### config.mk
export PLATFORM = sky130hd
export DESIGN_NAME = pid_dispatch
export DESIGN_NICKNAME = d
export VERILOG_FILES = /design/src/rtl/pid_dispatch.sv
export SDC_FILE = /design/constraint.sdc
export NUM_CORES = 1
export LEC_CHECK = 0
export ABC_AREA = 1
export CORE_MARGIN = 1
export CORE_UTILIZATION = 50
export CTS_CLUSTER_SIZE = 40
export DETAILED_ROUTE_END_ITERATION = 16
export PLACE_DENSITY_LB_ADDON = 0.15
export SYNTH_ARGS = -nofsm -noshare
export SYNTH_HDL_FRONTEND = slang
export SYNTH_SLANG_ARGS = --single-unit
### constraint.sdc
create_clock -name clk -period 2.2 [get_ports clk]
set_clock_uncertainty 0.2 [all_clocks]
set_input_delay 0.33 -clock clk [delete_from_list [all_inputs] [get_ports clk]]
set_output_delay 0.33 -clock clk [all_outputs]
set_load 0.01 [all_outputs]
### src/rtl/pid_dispatch.sv
// pid_dispatch: pops PID bytes from the order FIFO, validates and classifies them,
// hands supported tokens to the protocol controller and tracks the DATA toggle.
module pid_dispatch #(
    parameter int TIMEOUT_CYCLES = 1023,
    parameter int TO_BITS        = 10
) (
    input  logic       clk,
    input  logic       n_rst,
    input  logic       fifo_empty,
    input  logic [7:0] fifo_r_data,
    output logic       fifo_r_enable,
    output logic       token_valid,
    output logic [2:0] token_type,
    input  logic       token_ready,
    input  logic       data_done,
    output logic       pid_error,
    output logic       unsupported,
    output logic       seq_error,
    output logic       timeout,
    output logic [7:0] err_count
);
    typedef enum logic [1:0] {IDLE, DECODE, ISSUE, WAIT_DATA} state_t;
    state_t state_q, state_d;
    logic [7:0] pid_q, pid_d;
    logic [2:0] type_q, type_d;
    logic exp_q, exp_d;
    logic [TO_BITS-1:0] cnt_q, cnt_d;
    logic [7:0] err_q, err_d;
    logic chk_ok, mapped, accept, is_data, expired;
    logic [2:0] map_type;
    assign chk_ok  = pid_q[7:4] == ~pid_q[3:0];
    assign accept  = state_q == ISSUE && token_ready;
    assign is_data = type_q == 3'd3 || type_q == 3'd4;
    assign expired = cnt_q == TO_BITS'(TIMEOUT_CYCLES);
    always_comb begin
        mapped   = 1'b1;
        map_type = 3'd0;
        case (pid_q[3:0])
            4'h1:    map_type = 3'd0;
            4'h9:    map_type = 3'd1;
            4'hD:    map_type = 3'd2;
            4'h3:    map_type = 3'd3;
            4'hB:    map_type = 3'd4;
            4'h2:    map_type = 3'd5;
            4'hA:    map_type = 3'd6;
            4'hE:    map_type = 3'd7;
            default: mapped   = 1'b0;
        endcase
    end
    always_ff @(posedge clk) begin
        if (n_rst) begin
            state_q <= IDLE;
            pid_q   <= '0;
            type_q  <= '0;
            exp_q   <= 1'b0;
            cnt_q   <= '0;
            err_q   <= '0;
        end else begin
            state_q <= state_d;
            pid_q   <= pid_d;
            type_q  <= type_d;
            exp_q   <= exp_d;
            cnt_q   <= cnt_d;
            err_q   <= err_d;
        end
    end
    // Counter stays at zero outside WAIT_DATA, so entry always starts from a clean count.
    always_comb begin
        state_d = state_q;
        pid_d   = pid_q;
        type_d  = type_q;
        exp_d   = exp_q;
        cnt_d   = '0;
        err_d   = (pid_error || timeout) ? err_q + 8'(err_q != 8'hFF) : err_q;
        case (state_q)
            IDLE: begin
                pid_d   = fifo_empty ? pid_q : fifo_r_data;
                state_d = fifo_empty ? IDLE : DECODE;
            end
            DECODE: begin
                state_d = (chk_ok && mapped) ? ISSUE : IDLE;
                type_d  = (chk_ok && mapped) ? map_type : type_q;
            end
            ISSUE: begin
                state_d = !token_ready ? ISSUE : is_data ? WAIT_DATA : IDLE;
                exp_d   = (token_ready && type_q == 3'd2) ? 1'b0
                        : (token_ready && is_data && !seq_error) ? ~exp_q : exp_q;
            end
            WAIT_DATA: begin
                cnt_d   = cnt_q + 1'b1;
                state_d = (data_done || expired) ? IDLE : WAIT_DATA;
            end
        endcase
    end
    always_comb begin
        fifo_r_enable = state_q == IDLE && !fifo_empty && !n_rst;
        token_valid   = state_q == ISSUE;
        token_type    = type_q;
        pid_error     = state_q == DECODE && !chk_ok;
        unsupported   = state_q == DECODE && chk_ok && !mapped;
        seq_error     = accept && is_data && ((type_q == 3'd4) != exp_q);
        timeout       = state_q == WAIT_DATA && expired && !data_done;
        err_count     = err_q;
    end
endmodule
==> reports/metrics.cfg, run 1 <==
[placed_design]
dp_hpwl_um=2483
numPortBuffers=29
dp.cells=319
placed_cell_area_um2=2062
gp_congestion=0.8781
place_ws_ns=-0.006045

[critical_path]
cp_slowest_cell=dfxtp_2
critPathKind=reg2out
critPathMaxFanout=5
crit_path_end_kind=output pin
crit_buf_inv=3
cp.arrival_ns=1.58
critPathMaxStageDelay_ns=0.35
cpLargestDelayFamily=buffers and inverters
crit_chain=inv_2, nand3_1, a21oi_2, inv_1, nand2_1, nor2_1, dlygate4sd2_1
critPathLaunchType=register
required_ns=1.67

[global_route]
grt_max_degree=18
grt_pass1_vias=1447
antenna_found_initial=0
grt_overflow_total=0
grt_use_total=0.2080
grt_pass1_wl_um=5554

[logic_synthesis]
yosys-top-cells-count=45 x nand2_1, 33 x nor2_1, 32 x dfxtp_1, 25 x inv_1, 22 x nand3_1
post-synth-top-count-cell=nand2_1
synthDominantCellAreaShare=0.3894
syn_inst=238
avgSynthCellArea_um2=6.913
seq_area_frac_synth=0.3894
synth_edf_count=0
yosysTopAreaCell=dfxtp_1
ys_types=21
synth_warnings=0
synthTopCellsByArea=dfxtp_1 39%, nand2_1 10%, nor2_1 7.5%, nand3_1 6.7%, a21oi_1 6.1%
netlist_area_um2=1645
ys.flop_type=dfxtp_1
ys_seq_elements=32
async_flop_share=0
syn-num-nets=254

[die]
ioPinCount=30
dieArea_um2=3524
die_h_um=59.37
die_w_um=59.37
row_count=20
initial_core_util=0.5346
core-area_um2=3078

[detailed_routing]
wl_per_cell_um=10.13
viasPerCell=4.969
vias=1625
drt_iter0_drc=87
drc=0
ant_nets=0
firstDrtPassIters=4
wirelength_um=3312

[clocking]
cts_tree=done
cts_buffer_depth=2
cts_num_sinks=32
cts_buffers=5
cts_hold_buf=0
clock_latency_ns=0.33
cts_setup_buffers=0
path_clk_slew_ns=0.09
root_buffer=clkbuf_4
h-tree-depth=2

[timing]
period_needed_ns=2.111
hold_viol_final=0
tns_ns=0
drv_slew=0
rsz0062_at_grt=no
maxSlewHeadroom=0.7648
worst_pin_slew_ns=0.3524
setup-violations-final=0
final.setup.worst_slack_ns=0.08904
finalCritPeriodShare=0.9595
whs_ns=0.2249
clock.fmax_mhz=473.7

[final_layout]
n_antenna_cell=0
n_fill_cell=269
final_layout_size_suffix_gt1_frac=0.1625
final_util=0.6972
final_nets=298
final_cells=327
final_area_um2=2146
syn2layout_area_growth_pct=30.42

[run_status]
status=complete, no violations

[power]
power_density_nw_per_um2=514.4
ir_drop_v=0.0003685
power.static_leakage_nw=0.9177
total_power_mw=1.104

[flow_run]
maxCapViolations=0

[hold_path]
min_path_type=reg2reg

## routing by layer
layer  routed length, um  global-route usage
met5                   0                   0
met4                  64             0.09184
met3                 139             0.05895
met2                1583              0.3628
met1                1524              0.2340
## layout by cell type, fill, tap and decap left out, types with 2 or more instances in the layout
master / n
nand2_1: 45
nor2_1: 32
dfxtp_1: 27
inv_1: 25
clkdlybuf4s50_1: 24
nand3_1: 21
a21oi_1: 19
o21ai_0: 15
buf_4: 11
nor2_2: 8
xor2_1: 6
nor3_1: 5
inv_2: 5
clkbuf_4: 5
nand4_1: 4
dfxtp_2: 4
dlygate4sd2_1: 4
nand2_2: 3
xnor2_1: 3
nand2_4: 2
nand3_2: 2
ha_1: 2
clkbuf_1: 2
## cell type report
class                   count  area [um^2]  share of cell area
clock buffers               8        58.81             0.02741
well taps                  44        55.05             0.02566
inverters                  30        112.6             0.05248
multi-input cells         173        899.6              0.4192
repair buffers             40        370.4              0.1726
flip-flops and latches     32        649.4              0.3026
## cell families after synthesis
group	Yosys count	share of synthesized area
AOI/OAI and AO/OA	36	0.1103
xor gates and xnor gates	9	0.04791
adders and majority gates	3	0.02282
buffers and inverters	33	0.07529
DFF	32	0.3894
and+or+nand+nor	125	0.3544
## state kept, by name, summed over array words and instances (netlist names)
| name | cells |
|---|---|
| cnt_q | 10 |
| exp_q | 1 |
| pid_q | 8 |
| token_type | 3 |
| err_count | 8 |
| state_q | 2 |
## final timing paths
kind / from / to / slack (ns) / cells after the start
max reg2reg: err_count[3] / err_count[6] / 0.27 / 11
min reg2reg: cnt_q[0] / cnt_q[0] / 0.22 / 1
max: pid_q[0] / unsupported / 0.09 / 7
min: cnt_q[0] / cnt_q[0] / 0.22 / 1
## where the power goes
group	internal, mW	switching (mW)
combinational	0.0644	0.0769
clock	0.158	0.194
sequential	0.596	0.0155
## repair_timing
item	in CTS	in global routing
gates resized for setup	11	5
cloned	0	0
endpoints found under the setup margin	4	2
pin swaps	1	0
Power figures use the tool's default switching activity.
==> run 2, diff against run 1 <==
--- a/config.mk
+++ b/config.mk
@@ -6,7 +6,7 @@
 export NUM_CORES = 1
 export LEC_CHECK = 0
 export ABC_AREA = 1
-export CORE_MARGIN = 1
+export CORE_MARGIN = 2
 export CORE_UTILIZATION = 50
 export CTS_CLUSTER_SIZE = 40
 export DETAILED_ROUTE_END_ITERATION = 16
==> run 2 against run 1 <==
  * Clock power decreased by 3%
  * Critical endpoint unchanged
  * Die area is 6.9% higher
  * Clock-buffer cell count did not move
  * Largest cell class unchanged
  * Utilization is 0.24 points lower
  * Highest routed layer unchanged
  * First-iteration DRC count rose by 3.4%
==> reports/metrics.cfg, run 2 (synthesis gave the netlist of run 1 again) <==
[timing]
maxSlewHeadroom=0.7609  ; -0.003897
worst_pin_slew_ns=0.3582  ; +0.005839 ns
rsz0062_at_grt=no
hold_viol_final=0  ; unchanged
setup-violations-final=0  ; unchanged
period_needed_ns=2.067  ; -0.04398 ns
whs_ns=0.2212  ; -0.003788 ns
finalCritPeriodShare=0.9395  ; -0.01999
final.setup.worst_slack_ns=0.1330  ; +0.04398 ns
clock.fmax_mhz=483.8  ; +2.1%
drv_slew=0  ; unchanged

[die]
die_h_um=61.37  ; +3.4%
initial_core_util=0.5302  ; -0.004311
row_count=20  ; unchanged
die_w_um=61.37  ; +3.4%
core-area_um2=3103  ; +0.81%
ioPinCount=30  ; unchanged
dieArea_um2=3766  ; +6.9%

[global_route]
grt_use_total=0.2096  ; +0.001558
grt_overflow_total=0  ; unchanged
grt_max_degree=18  ; unchanged
grt_pass1_wl_um=5747  ; +3.5%
antenna_found_initial=0  ; unchanged
grt_pass1_vias=1444  ; -0.21%

[final_layout]
syn2layout_area_growth_pct=31.03
final_layout_size_suffix_gt1_frac=0.1690  ; +0.006470
final_nets=299  ; +0.34%
largest_reg_flops=10  ; unchanged
n_antenna_cell=0  ; unchanged
final_cell_mix=45 x nand2_1, 32 x nor2_1, 27 x dfxtp_1, 25 x inv_1, 24 x clkdlybuf4s50_1
largest-register=cnt_q
final_common_cell=nand2_1

[hold_path]
min_path_type=reg2reg

[detailed_routing]
viasPerCell=4.921  ; -0.98%
vias=1614  ; -0.68%
drc=0  ; unchanged
drt_iter0_drc=90  ; +3.4%
wl_per_cell_um=10.06  ; -0.64%
wirelength_um=3301  ; -0.33%
firstDrtPassIters=4  ; unchanged
ant_nets=0  ; unchanged

[critical_path]
crit_start=pid_q[1]
required_ns=1.67  ; about the same
r2r_cells=11  ; unchanged
critPathKind=reg2out
rrSetupSlack_ns=0.27  ; about the same
r2r-end=err_count[6]
critPathMaxStageDelay_ns=0.39  ; +0.04 ns
cp_slowest_cell=dfxtp_2
crit_chain=inv_2, nand2_2, nand2_2, nor2_2, nand3_2, nor2_1, dlygate4sd2_1
endpoint=unsupported
r2r_start=err_count[3]
cp.arrival_ns=1.54  ; -0.04 ns
crit_path_end_kind=output pin
crit_top_cell=nand2_2
critPathMaxFanout=5  ; unchanged
critPathLaunchType=register

[placed_design]
numPortBuffers=29  ; unchanged
gp_congestion=0.8817  ; +0.41%
dp_hpwl_um=2461  ; -0.89%
place_ws_ns=-0.04978  ; -0.04373 ns

[power]
power_density_nw_per_um2=507.1  ; -1.4%
p_int_mw=0.8180  ; about the same
p_comb_frac=0.128  ; about the same
clock_power_share=0.312  ; -0.006
ir_drop_v=0.0004035  ; +9.5%
switchingPower_mw=0.2752  ; -3.8%
power.static_leakage_nw=0.9232  ; +0.60%
total_power_mw=1.093  ; -0.96%
p_sw_frac=0.2517  ; -0.007534
p_seq_frac=0.560  ; +0.006

[clocking]
cts_buffers=5  ; unchanged
cts_tree=done
path_clk_slew_ns=0.09  ; about the same
cts_buffer_depth=2  ; unchanged
cts_hold_buf=0  ; unchanged
clock_latency_ns=0.33  ; about the same
h-tree-depth=2  ; unchanged
cts_num_sinks=32  ; unchanged
root_buffer=clkbuf_4

[flow_run]
maxCapViolations=0  ; unchanged

[run_status]
status=complete, no violations

[run 2: cell types whose count changed in the layout (fill, tap and decap cells not counted), sizes merged]
cell	previous run	this run
buf	11	12
[run 2: worst max-delay path: cells and delay by family, from the launching register on]
kind / cells / cell delay, ns
buffers and inverters: 2 / 0.34
DFF: 1 / 0.39
and+or+nand+nor: 5 / 0.47
[run 2: routing by layer]
layer  GRT usage  routed length (um)  vias to the layer above
met5           0                   0                        -
met4      0.1368                 104                        0
met3     0.05882                 182                       11
met2      0.3252                1545                       48
met1      0.2542                1469                      695
li1            -                   -                      860
[run 2: timing repair]
action                                  in CTS  in global routing
buffers inserted                             1                  0
cloned                                       0                  0
endpoints found under the hold margin        0                  0
pin swaps                                    1                  1
gates resized for setup                     12                  4
endpoints found under the setup margin       4                  3
[run 2: layout make-up]
cell class | count | area (um^2)
fillers | 298 | 947.2
multi-input cells | 173 | 904.6
flip-flops and latches | 32 | 646.9
repair buffers | 41 | 377.9
inverters | 30 | 112.6
clock buffers | 8 | 58.81
well taps | 44 | 55.05
[run 2: power by group through the flow]
stage | logic [mW] | clock network, mW | registers, mW
4_1_cts | 0.139 | 0.359 | 0.611
2_1_floorplan | 0.0835 | 0 | 0.621
6_report | 0.140 | 0.341 | 0.612
5_1_grt | 0.160 | 0.381 | 0.615
3_3_place_gp | 0.137 | 0 | 0.622
3_5_place_dp | 0.138 | 0 | 0.623
[run 2: how the worst min path moves through the flow]
stage               slack, ns        to  depth (start not counted)  startpoint
global route             0.24  cnt_q[0]                          1    cnt_q[0]
floorplan                0.22  cnt_q[0]                          1    cnt_q[0]
detailed placement       0.24  cnt_q[0]                          1    cnt_q[0]
global placement         0.23  cnt_q[0]                          1    cnt_q[0]
finish                   0.22  cnt_q[0]                          1    cnt_q[0]
CTS                      0.22  cnt_q[0]                          1    cnt_q[0]
[run 2: through the flow]
step	instances	utilization	area, um^2	setup TNS (ns)
finish	328	0.6948	2156	0
global route	328	0.6948	2156	0
CTS	328	0.6903	2142	0
detailed placement	319	0.6645	2062	-0.04978
global placement	319	0.6645	2062	0
floorplan	238	-	1645	0
